$ cat src/rtl/dspl_pkg.sv
// Shared types and constants for the 7-segment display scan receiver.
// Segment constants are active-high a..g, MSB = segment a.
package dspl_pkg;

    localparam int DIGIT_W  = 6;
    localparam int N_DIGITS = 8;

    localparam logic [6:0] SEG_0 = 7'b1111110;
    localparam logic [6:0] SEG_1 = 7'b0110000;
    localparam logic [6:0] SEG_2 = 7'b1101101;
    localparam logic [6:0] SEG_3 = 7'b1111001;
    localparam logic [6:0] SEG_4 = 7'b0110011;
    localparam logic [6:0] SEG_5 = 7'b1011011;
    localparam logic [6:0] SEG_6 = 7'b1011111;
    localparam logic [6:0] SEG_7 = 7'b1110000;
    localparam logic [6:0] SEG_8 = 7'b1111111;
    localparam logic [6:0] SEG_9 = 7'b1111011;
    localparam logic [6:0] SEG_A = 7'b1110111;
    localparam logic [6:0] SEG_B = 7'b0011111;
    localparam logic [6:0] SEG_C = 7'b1001110;
    localparam logic [6:0] SEG_D = 7'b0111101;
    localparam logic [6:0] SEG_E = 7'b1001111;
    localparam logic [6:0] SEG_F = 7'b1000111;

    typedef enum logic [1:0] {
        IDLE,
        SETTLE,
        HOLD
    } state_t;

    function automatic logic onehot_low(input logic [N_DIGITS-1:0] a);
        return $onehot(~a);
    endfunction

    function automatic logic [2:0] low_index(input logic [N_DIGITS-1:0] a);
        logic [2:0] idx;
        idx = '0;
        for (int i = 0; i < N_DIGITS; i++)
            if (!a[i]) idx = 3'(i);
        return idx;
    endfunction

endpackage

$ cat src/rtl/dspl_scan_rx_seg7_dec.sv
// Active-high 7-segment pattern to hex digit; valid=0 for any
// pattern outside the sixteen glyphs.
module seg7_dec
    import dspl_pkg::*;
(
    input  logic [6:0] seg,
    output logic       valid,
    output logic [3:0] hex
);

    always_comb begin
        valid = 1'b1;
        hex   = 4'h0;
        unique case (seg)
            SEG_0:   hex = 4'h0;
            SEG_1:   hex = 4'h1;
            SEG_2:   hex = 4'h2;
            SEG_3:   hex = 4'h3;
            SEG_4:   hex = 4'h4;
            SEG_5:   hex = 4'h5;
            SEG_6:   hex = 4'h6;
            SEG_7:   hex = 4'h7;
            SEG_8:   hex = 4'h8;
            SEG_9:   hex = 4'h9;
            SEG_A:   hex = 4'hA;
            SEG_B:   hex = 4'hB;
            SEG_C:   hex = 4'hC;
            SEG_D:   hex = 4'hD;
            SEG_E:   hex = 4'hE;
            SEG_F:   hex = 4'hF;
            default: valid = 1'b0;
        endcase
    end

endmodule

$ cat src/rtl/dspl_scan_rx.sv
// Rebuilds eight digit words from a scanned, possibly asynchronous,
// active-low anode/cathode display bus.
module dspl_scan_rx
    import dspl_pkg::*;
#(
    parameter int SYNC_STAGES   = 2,
    parameter int STABLE_CYCLES = 4,
    parameter int FRAME_TIMEOUT = 2_000_000
) (
    input  logic               clock,
    input  logic               reset,
    input  logic [7:0]         an,
    input  logic [7:0]         dec_cat,
    output logic [DIGIT_W-1:0] d1,
    output logic [DIGIT_W-1:0] d2,
    output logic [DIGIT_W-1:0] d3,
    output logic [DIGIT_W-1:0] d4,
    output logic [DIGIT_W-1:0] d5,
    output logic [DIGIT_W-1:0] d6,
    output logic [DIGIT_W-1:0] d7,
    output logic [DIGIT_W-1:0] d8,
    output logic               frame_valid,
    output logic               seg_err,
    output logic [7:0]         frame_cnt
);

    localparam int SW = (STABLE_CYCLES > 2) ? $clog2(STABLE_CYCLES) : 1;
    localparam int TW = $clog2(FRAME_TIMEOUT);

    logic [7:0] an_sync  [SYNC_STAGES];
    logic [7:0] cat_sync [SYNC_STAGES];
    logic [7:0] an_s, cat_s, an_r, cat_r;

    state_t              state;
    logic [SW-1:0]       stab_cnt;
    logic [TW-1:0]       to_cnt;
    logic [DIGIT_W-1:0]  shadow [N_DIGITS];
    logic [DIGIT_W-1:0]  dq     [N_DIGITS];
    logic [N_DIGITS-1:0] seen;
    logic                err_acc;

    logic       an_oh, changed, capture, timeout, close;
    logic       dec_ok;
    logic [2:0] pos;
    logic [3:0] dec_hex;
    logic [6:0] seg_on;

    always_ff @(posedge clock or posedge reset) begin
        if (reset) begin
            for (int i = 0; i < SYNC_STAGES; i++) begin
                an_sync[i]  <= '1;
                cat_sync[i] <= '1;
            end
        end else begin
            an_sync[0]  <= an;
            cat_sync[0] <= dec_cat;
            for (int i = 1; i < SYNC_STAGES; i++) begin
                an_sync[i]  <= an_sync[i-1];
                cat_sync[i] <= cat_sync[i-1];
            end
        end
    end

    assign an_s   = an_sync[SYNC_STAGES-1];
    assign cat_s  = cat_sync[SYNC_STAGES-1];
    assign seg_on = ~cat_s[7:1];

    seg7_dec u_dec (
        .seg   (seg_on),
        .valid (dec_ok),
        .hex   (dec_hex)
    );

    assign an_oh   = onehot_low(an_s);
    assign pos     = low_index(an_s);
    assign changed = (an_s != an_r) || (cat_s != cat_r);
    // The sample that completes the stable run is itself counted.
    assign capture = (state == SETTLE) && !changed
                     && (stab_cnt == SW'(STABLE_CYCLES - 2));
    assign timeout = (seen != '0) && (to_cnt == TW'(FRAME_TIMEOUT - 1));
    assign close   = (capture && pos == 3'd0 && seen != '0) || timeout;

    always_ff @(posedge clock or posedge reset) begin
        if (reset) begin
            state       <= IDLE;
            stab_cnt    <= '0;
            an_r        <= '1;
            cat_r       <= '1;
            to_cnt      <= '0;
            seen        <= '0;
            err_acc     <= 1'b0;
            shadow      <= '{default: '0};
            dq          <= '{default: '0};
            frame_valid <= 1'b0;
            seg_err     <= 1'b0;
            frame_cnt   <= '0;
        end else begin
            frame_valid <= close;
            if (close) begin
                for (int i = 0; i < N_DIGITS; i++)
                    dq[i] <= seen[i] ? shadow[i] : '0;
                seg_err   <= err_acc;
                frame_cnt <= frame_cnt + 8'd1;
            end

            // A capture coinciding with a close opens the next frame.
            seen    <= (close ? '0 : seen)
                       | (capture ? (N_DIGITS'(1) << pos) : '0);
            err_acc <= (close ? 1'b0 : err_acc)
                       | (capture && !dec_ok)
                       | (state == IDLE && !an_oh && an_s != '1);
            if (capture)
                shadow[pos] <= {1'b1, (dec_ok ? dec_hex : 4'h0), ~cat_s[0]};

            if (capture || close)
                to_cnt <= '0;
            else if (seen != '0)
                to_cnt <= to_cnt + TW'(1);

            unique case (state)
                IDLE: begin
                    if (an_oh) begin
                        state    <= SETTLE;
                        stab_cnt <= '0;
                        an_r     <= an_s;
                        cat_r    <= cat_s;
                    end
                end
                SETTLE: begin
                    if (changed) begin
                        stab_cnt <= '0;
                        an_r     <= an_s;
                        cat_r    <= cat_s;
                        if (!an_oh) state <= IDLE;
                    end else if (capture) begin
                        state <= HOLD;
                    end else begin
                        stab_cnt <= stab_cnt + SW'(1);
                    end
                end
                HOLD: begin
                    if (an_s != an_r) begin
                        stab_cnt <= '0;
                        an_r     <= an_s;
                        cat_r    <= cat_s;
                        state    <= an_oh ? SETTLE : IDLE;
                    end
                end
                default: state <= IDLE;
            endcase
        end
    end

    assign d1 = dq[0];
    assign d2 = dq[1];
    assign d3 = dq[2];
    assign d4 = dq[3];
    assign d5 = dq[4];
    assign d6 = dq[5];
    assign d7 = dq[6];
    assign d8 = dq[7];

endmodule
$ cat config.mk
export PLATFORM = sky130hd
export DESIGN_NAME = dspl_scan_rx
export DESIGN_NICKNAME = d
export VERILOG_FILES = /design/src/rtl/dspl_pkg.sv /design/src/rtl/dspl_scan_rx_seg7_dec.sv /design/src/rtl/dspl_scan_rx.sv
export SDC_FILE = /design/constraint.sdc
export NUM_CORES = 1
export LEC_CHECK = 0
export CAP_MARGIN = 15
export CORE_MARGIN = 4
export CORE_UTILIZATION = 61
export DETAILED_ROUTE_END_ITERATION = 6
export PLACE_DENSITY = 0.86
export SLEW_MARGIN = 20
export SYNTH_ARGS = -nofsm -noshare
export SYNTH_HDL_FRONTEND = slang
export SYNTH_HIERARCHICAL = 1
export SYNTH_SLANG_ARGS = --single-unit
$ cat constraint.sdc
create_clock -name clock -period 16.5 [get_ports clock]
set_clock_uncertainty 0.1 [all_clocks]
set_input_delay 1.65 -clock clock [delete_from_list [all_inputs] [get_ports clock]]
set_output_delay 1.65 -clock clock [all_outputs]
set_load 0.03 [all_outputs]
==> results.yml, run 1 <==
sta:
  rsz0062_at_grt: "no"
  min_period_ns: 4.350
  tightest_slew_ns: 0.9711
  finalSetupViolCount: 0
  final.setup.tns_ns: 0
  finalHoldViolCount: 0
  slew_violations: 0
  worst_slack_ns: 12.15
  maxSlewHeadroom: 0.3526
  hold-worst-slack_ns: 0.2556
  period_share: 0.2636
  fmax_ghz: 0.2299
yosys:
  synthCells: 628
  syn_nets: 657
  synth_edf_count: 0
  async_flop_share: 1.000
  syn_avg_cell_area_um2: 12.66
  synth_top_area_share: 0.4408
  synthTopCellsByArea: "dfrtp_1, dfstp_2, mux2_2"
  ys.flop_type: "dfrtp_1"
  synth_common_cells: "dfrtp_1, a22o_1, dfstp_2"
  syn_area_um2: 7948
  yosysWarnings: 6
  yosysMostFrequentCell: "dfrtp_1"
  yosys_register_bits: 188
  synth_area_leader_cell: "dfrtp_1"
  yosysUniqueCellTypes: 63
  yosysSeqAreaShare: 0.5995
worst_hold_path:
  hold_end: "cat_s[4]$_DFF_PP1_"
  min-delay-start: "cat_sync[12]$_DFF_PP1_"
  hold_depth: 0
  hold_class: "reg2reg"
worst_setup_path:
  worst_setup_path_start_kind: "flip-flop"
  cp.arrival_ns: 4.60
  cp_cell_sequence: "fa_1 > inv_1 > fa_1 > fa_1 > ha_1 > inv_1 > fa_1 > nor2b_1 > a21oi_1 > o21ai_0 > o211ai_2 > mux2_2"
  critPathMostFrequentCell: "fa_1"
  r2r_cells: 12
  rrSetupSlack_ns: 12.15
  r2r-start: "an_s[3]$_DFF_PP1_"
  crit_required_ns: 16.76
  cpPeakStageDelay_ns: 0.60
  worst_path_max_delay_cell: "dfstp_2"
  r2r_end: "an_r[3]$_DFFE_PP1P_"
  crit_fanout: 16
  cp-end-kind: "flip-flop"
  critPathKind: "reg2reg"
layout:
  n_antenna_cell: 0
  utilization: 0.7333
  final_nets: 725
  fillCellCount: 849
  drive_above_1_share: 0.1946
  fin_cells: 881
  areaGrowthSynthToFinish_pct: 16.91
floorplanning:
  dieArea_um2: 14920
  fp.dieW_um: 122.1
  start_util: 0.6272
  die_y_um: 122.1
  top_level_ports: 76
  row_count: 41
  core_um2: 12670
placed_design:
  dpl.cell_count: 849
  pre_cts_ws_ns: 12.21
  io_buffer_count: 75
  dpl.hpwl_um: 10690
  gp_congestion: 0.8805
route:
  vias: 5157
  drc: 0
  vias_per_cell: 5.854
  dr.pass1.iters: 5
  wl_um: 16120
  antenna_left: 0
  drtIter0Drc: 452
  routedWlPerCell_um: 18.29
flow_run:
  drv_cap: 0
global_routing:
  track_usage: 0.2310
  antenna_found_initial: 0
  grt_max_degree: 114
  grt_pass1_vias: 5261
  grt_pass1_wl_um: 26500
  grt_overflow_total: 0
cts:
  hold_buffers: 0
  clkTransAtPathRegs_ns: 0.07
  htreeDepth: 4
  cts_tree: "built"
  cts_buffers: 17
  clkSinkCount: 188
  post_cts_resized: 0
  clk_latency_ns: 0.43
  clk_path_buf_depth: 2
  clockRootBuffer: "clkbuf_16"
  cts_setup_buffers: 0
status:
  status: "finished clean"
power:
  power_density_nw_per_um2: 108.3
  power.leakage_nw: 4.259
  ir_drop_v: 0.00008090
[registers in the layout, summed over array words and instances, names as in the netlist, 2 cells and up]
signal and cells:
d5 6, cat_r 8, cat_s 8, an_r 8, shadow 48, d8 6, d4 6, d3 6
cat_sync 8, an_sync 8, state 2, d7 6, frame_cnt 8, d2 6, an_s 8, to_cnt 21
stab_cnt 2, d1 6, d6 6, seen 8
[cells by family (layout without fill, tap and decap cells)]
family,after synthesis,in the layout,share of synthesized area
buffers and inverters,57,138,0.03637
adders and majority gates,11,11,0.02110
xor gates and xnor gates,37,37,0.04077
DFF,188,188,0.5995
AOI/OAI and AO/OA,102,102,0.09808
muxes,56,56,0.07840
and+or+nand+nor,177,177,0.1258
[power by group]
part           switching [mW]  internal [mW]  total, mW
sequential             0.0206          0.505      0.525
clock                   0.168          0.208      0.376
combinational          0.0527         0.0522      0.105
[layout make-up]
cell class,instances,area [µm²],share of cell area
sequential,188,4765,0.5128
multi-input combinational,383,2894,0.3115
inverter,29,113.9,0.01225
tap,172,215.2,0.02316
clock inverter,9,90.09,0.009696
timing repair buffer,77,765.7,0.08241
clock buffer,23,447.9,0.04821
[worst max-delay path: cells and delay by family (launching register included)]
family,cells,cell delay [ns]
adders and majority gates,5,1.90
muxes,1,0.44
buffers and inverters,2,0.14
DFF,1,0.60
and+or+nand+nor,1,0.12
AOI/OAI and AO/OA,3,0.97
[routing by layer]
layer | share of wire | vias to the layer above | wire length (µm) | track usage
met2 | 0.50 | 166 | 8025 | 0.3778
li1 | - | 2362 | - | -
met5 | 0 | - | 0 | 0
met4 | 0.035 | 0 | 558 | 0.1036
met3 | 0.051 | 43 | 816 | 0.05478
met1 | 0.42 | 2586 | 6714 | 0.2954
[worst max-delay path by stage]
stage	startpoint	end	slack (ns)	depth (start not counted)
5_1_grt	an_s[1]$_DFF_PP1_	an_r[3]$_DFFE_PP1P_	11.96	12
4_1_cts	an_s[1]$_DFF_PP1_	an_r[3]$_DFFE_PP1P_	12.17	12
3_5_place_dp	an_s[1]$_DFF_PP1_	an_r[3]$_DFFE_PP1P_	12.21	12
2_1_floorplan	reset	d1[0]$_DFFE_PP0P_	9.72	1
3_3_place_gp	an_s[1]$_DFF_PP1_	an_r[7]$_DFFE_PP1P_	12.38	12
6_report	an_s[3]$_DFF_PP1_	an_r[3]$_DFFE_PP1P_	12.15	12
[metrics by stage]
step,power (mW),instance area [µm²]
floorplan,0.6123,7948
global placement,0.6266,8753
detailed placement,0.6380,8753
CTS,1.013,9291
global route,1.047,9291
finish,1.006,9291
[placed cells by master, fill, tap and decap left out, types with 8 or more instances in the layout]
cell type	n
dfrtp_1	140
clkdlybuf4s50_1	75
a22o_1	48
dfstp_2	48
mux2_2	45
nand2_1	35
xor2_1	32
inv_1	27
nor2_1	26
nand3_1	21
clkbuf_16	17
nor4_1	13
a21oi_1	13
nor2b_1	12
o21ai_0	12
nand4_1	9
nor3_1	9
a21o_1	8
No activity file was read; power rests on OpenSTA's default activity.
==> run 2, diff against run 1 <==
--- a/config.mk
+++ b/config.mk
@@ -7,9 +7,9 @@
 export LEC_CHECK = 0
 export CAP_MARGIN = 15
 export CORE_MARGIN = 4
-export CORE_UTILIZATION = 61
+export CORE_UTILIZATION = 51
 export DETAILED_ROUTE_END_ITERATION = 6
-export PLACE_DENSITY = 0.86
+export PLACE_DENSITY = 0.77
 export SLEW_MARGIN = 20
 export SYNTH_ARGS = -nofsm -noshare
 export SYNTH_HDL_FRONTEND = slang
==> constraint.sdc (replaced) <==
create_clock -name clock -period 3.7 [get_ports clock]
set_clock_uncertainty 0.1 [all_clocks]
set_input_delay 0.37 -clock clock [delete_from_list [all_inputs] [get_ports clock]]
set_output_delay 0.37 -clock clock [all_outputs]
set_load 0.03 [all_outputs]
==> results.yml, run 2 (synthesis gave the netlist of run 1 again) <==
sta:
  tightest_slew_ns: 0.8798
  worst_slack_ns: -0.01393
  finalSetupViolCount: 17
  rsz0062_at_grt: "yes"
  final.setup.tns_ns: -0.1192
  maxSlewHeadroom: 0.4081
  fmax_ghz: 0.2693
  finalHoldViolCount: 0
  slew_violations: 0
  period_share: 1.004
  min_period_ns: 3.714
status:
  violations: "setup timing"
  status: "finished, violations left"
worst_setup_path:
  worst_setup_path_start_kind: "flip-flop"
  cp-end-kind: "flip-flop"
  crit_fanout: 16
  critPathKind: "reg2reg"
  cp.arrival_ns: 3.97
  crit_required_ns: 3.96
placed_design:
  dpl.cell_count: 896
  gp_congestion: 0.8632
  dpl.hpwl_um: 10660
  io_buffer_count: 75
  pre_cts_ws_ns: -0.1112
global_routing:
  grt_overflow_total: 0
  grt_pass1_wl_um: 25650
  track_usage: 0.1815
  antenna_found_initial: 0
  grt_max_degree: 68
  grt_pass1_vias: 5071
cts:
  cts_tree: "built"
  clk_path_buf_depth: 2
  cts_buffers: 17
  htreeDepth: 4
  clockRootBuffer: "clkbuf_16"
  clk_latency_ns: 0.43
  clkSinkCount: 188
  hold_buffers: 0
  clkTransAtPathRegs_ns: 0.06
route:
  antenna_left: 0
  drtIter0Drc: 518
  vias: 5137
  routedWlPerCell_um: 16.76
  vias_per_cell: 5.530
  wl_um: 15570
  dr.pass1.iters: 7
  drc: 0
floorplanning:
  row_count: 45
  fp.dieW_um: 132.8
  start_util: 0.5209
  core_um2: 15260
  dieArea_um2: 17650
  top_level_ports: 76
  die_y_um: 132.8
power:
  power_density_nw_per_um2: 500.8
  power.leakage_nw: 4.377
  ir_drop_v: 0.0003147
  p_total_mw: 4.795
layout:
  fin_cells: 929
  final_nets: 734
  multi_input_area_um2: 2918
  reg_top3: "shadow: 48 flops, to_cnt: 21 flops"
  largest_reg_flops: 48
  utilization: 0.6275
  drive_above_1_share: 0.2187
  fillCellCount: 1151
  n_antenna_cell: 0
  ff_latch_area_um2: 4765
  regMostFlops: "shadow"
  areaGrowthSynthToFinish_pct: 20.47
  final_common_cell: "dfrtp_1"
  final_cell_mix: "dfrtp_1, clkdlybuf4s50_1, a22o_1, dfstp_2, mux2_2"
worst_hold_path:
  hold_class: "in2reg"
flow_run:
  drv_cap: 0
run 2: critical path: stages (launching register included):
cell	delay [ns]
dfstp_2	0.54
fa_1	0.41
inv_1	0.08
fa_1	0.44
fa_1	0.50
ha_2	0.17
inv_1	0.05
fa_2	0.51
nand2_1	0.07
o21ai_2	0.21
o211ai_4	0.11
buf_12	0.17
mux2_2	0.28
run 2: layer usage:
| metal | track usage | wire (µm) | vias to the layer above |
|---|---|---|---|
| met5 | 0 | 0 | - |
| met2 | 0.2881 | 7549 | 135 |
| li1 | - | - | 2382 |
| met1 | 0.2500 | 7086 | 2598 |
| met3 | 0.03726 | 679 | 22 |
| met4 | 0.06524 | 254 | 0 |
run 2: cell type report:
class / instances / share of cell area
clock buffers: 20 / 0.04665
flip-flops and latches: 188 / 0.4976
multi-input cells: 383 / 0.3048
repair buffers: 86 / 0.09226
inverters: 29 / 0.01176
clock inverters: 12 / 0.01934
well taps: 211 / 0.02757
run 2: power breakdown:
group	total [mW]	switching, mW	internal (mW)
Sequential	2.33	0.0835	2.25
Combinational	0.525	0.249	0.276
Clock	1.94	0.778	1.16
Total	4.79	1.11	3.68
run 2: path summary, 6_finish.rpt:
check | startpoint | end | slack (ns) | cells after the start
setup / recovery | an_s[1]$_DFF_PP1_ | cat_r[0]$_DFFE_PP1P_ | -0.01 | 12
hold / removal | dec_cat[1] | cat_sync[9]$_DFF_PP1_ | 0.24 | 1
setup reg to reg | an_s[1]$_DFF_PP1_ | cat_r[0]$_DFFE_PP1P_ | -0.01 | 12
hold reg to reg | cat_sync[11]$_DFF_PP1_ | cat_s[3]$_DFF_PP1_ | 0.25 | 0
max in group asynchronous | reset | d4[2]$_DFFE_PP0P_ | 2.29 | 3
min in group asynchronous | reset | to_cnt[12]$_DFFE_PP0P_ | 0.34 | 2
run 2: timing repair:
item / CTS / global route
setup buffers: 1 / 0
endpoints found under the hold margin: 0 / 0
resized for setup: 1 / 1
setup endpoints to repair: 16 / 19
run 2: metrics by stage:
step           cell area (µm²)  hold slack [ns]
2_1_floorplan             7973           0.2452
3_3_place_gp              8916           0.2468
3_5_place_dp              8916           0.2472
4_1_cts                   9572           0.2242
5_1_grt                   9574           0.2266
6_report                  9574           0.2433
==> run 3, diff against run 2 <==
--- a/config.mk
+++ b/config.mk
@@ -9,6 +9,7 @@
 export CORE_MARGIN = 4
 export CORE_UTILIZATION = 51
 export DETAILED_ROUTE_END_ITERATION = 6
+export HOLD_SLACK_MARGIN = 0.05
 export PLACE_DENSITY = 0.77
 export SLEW_MARGIN = 20
 export SYNTH_ARGS = -nofsm -noshare
==> results of run 3 <==
The final DEF is identical to that of run 2; final timing and power are the same.
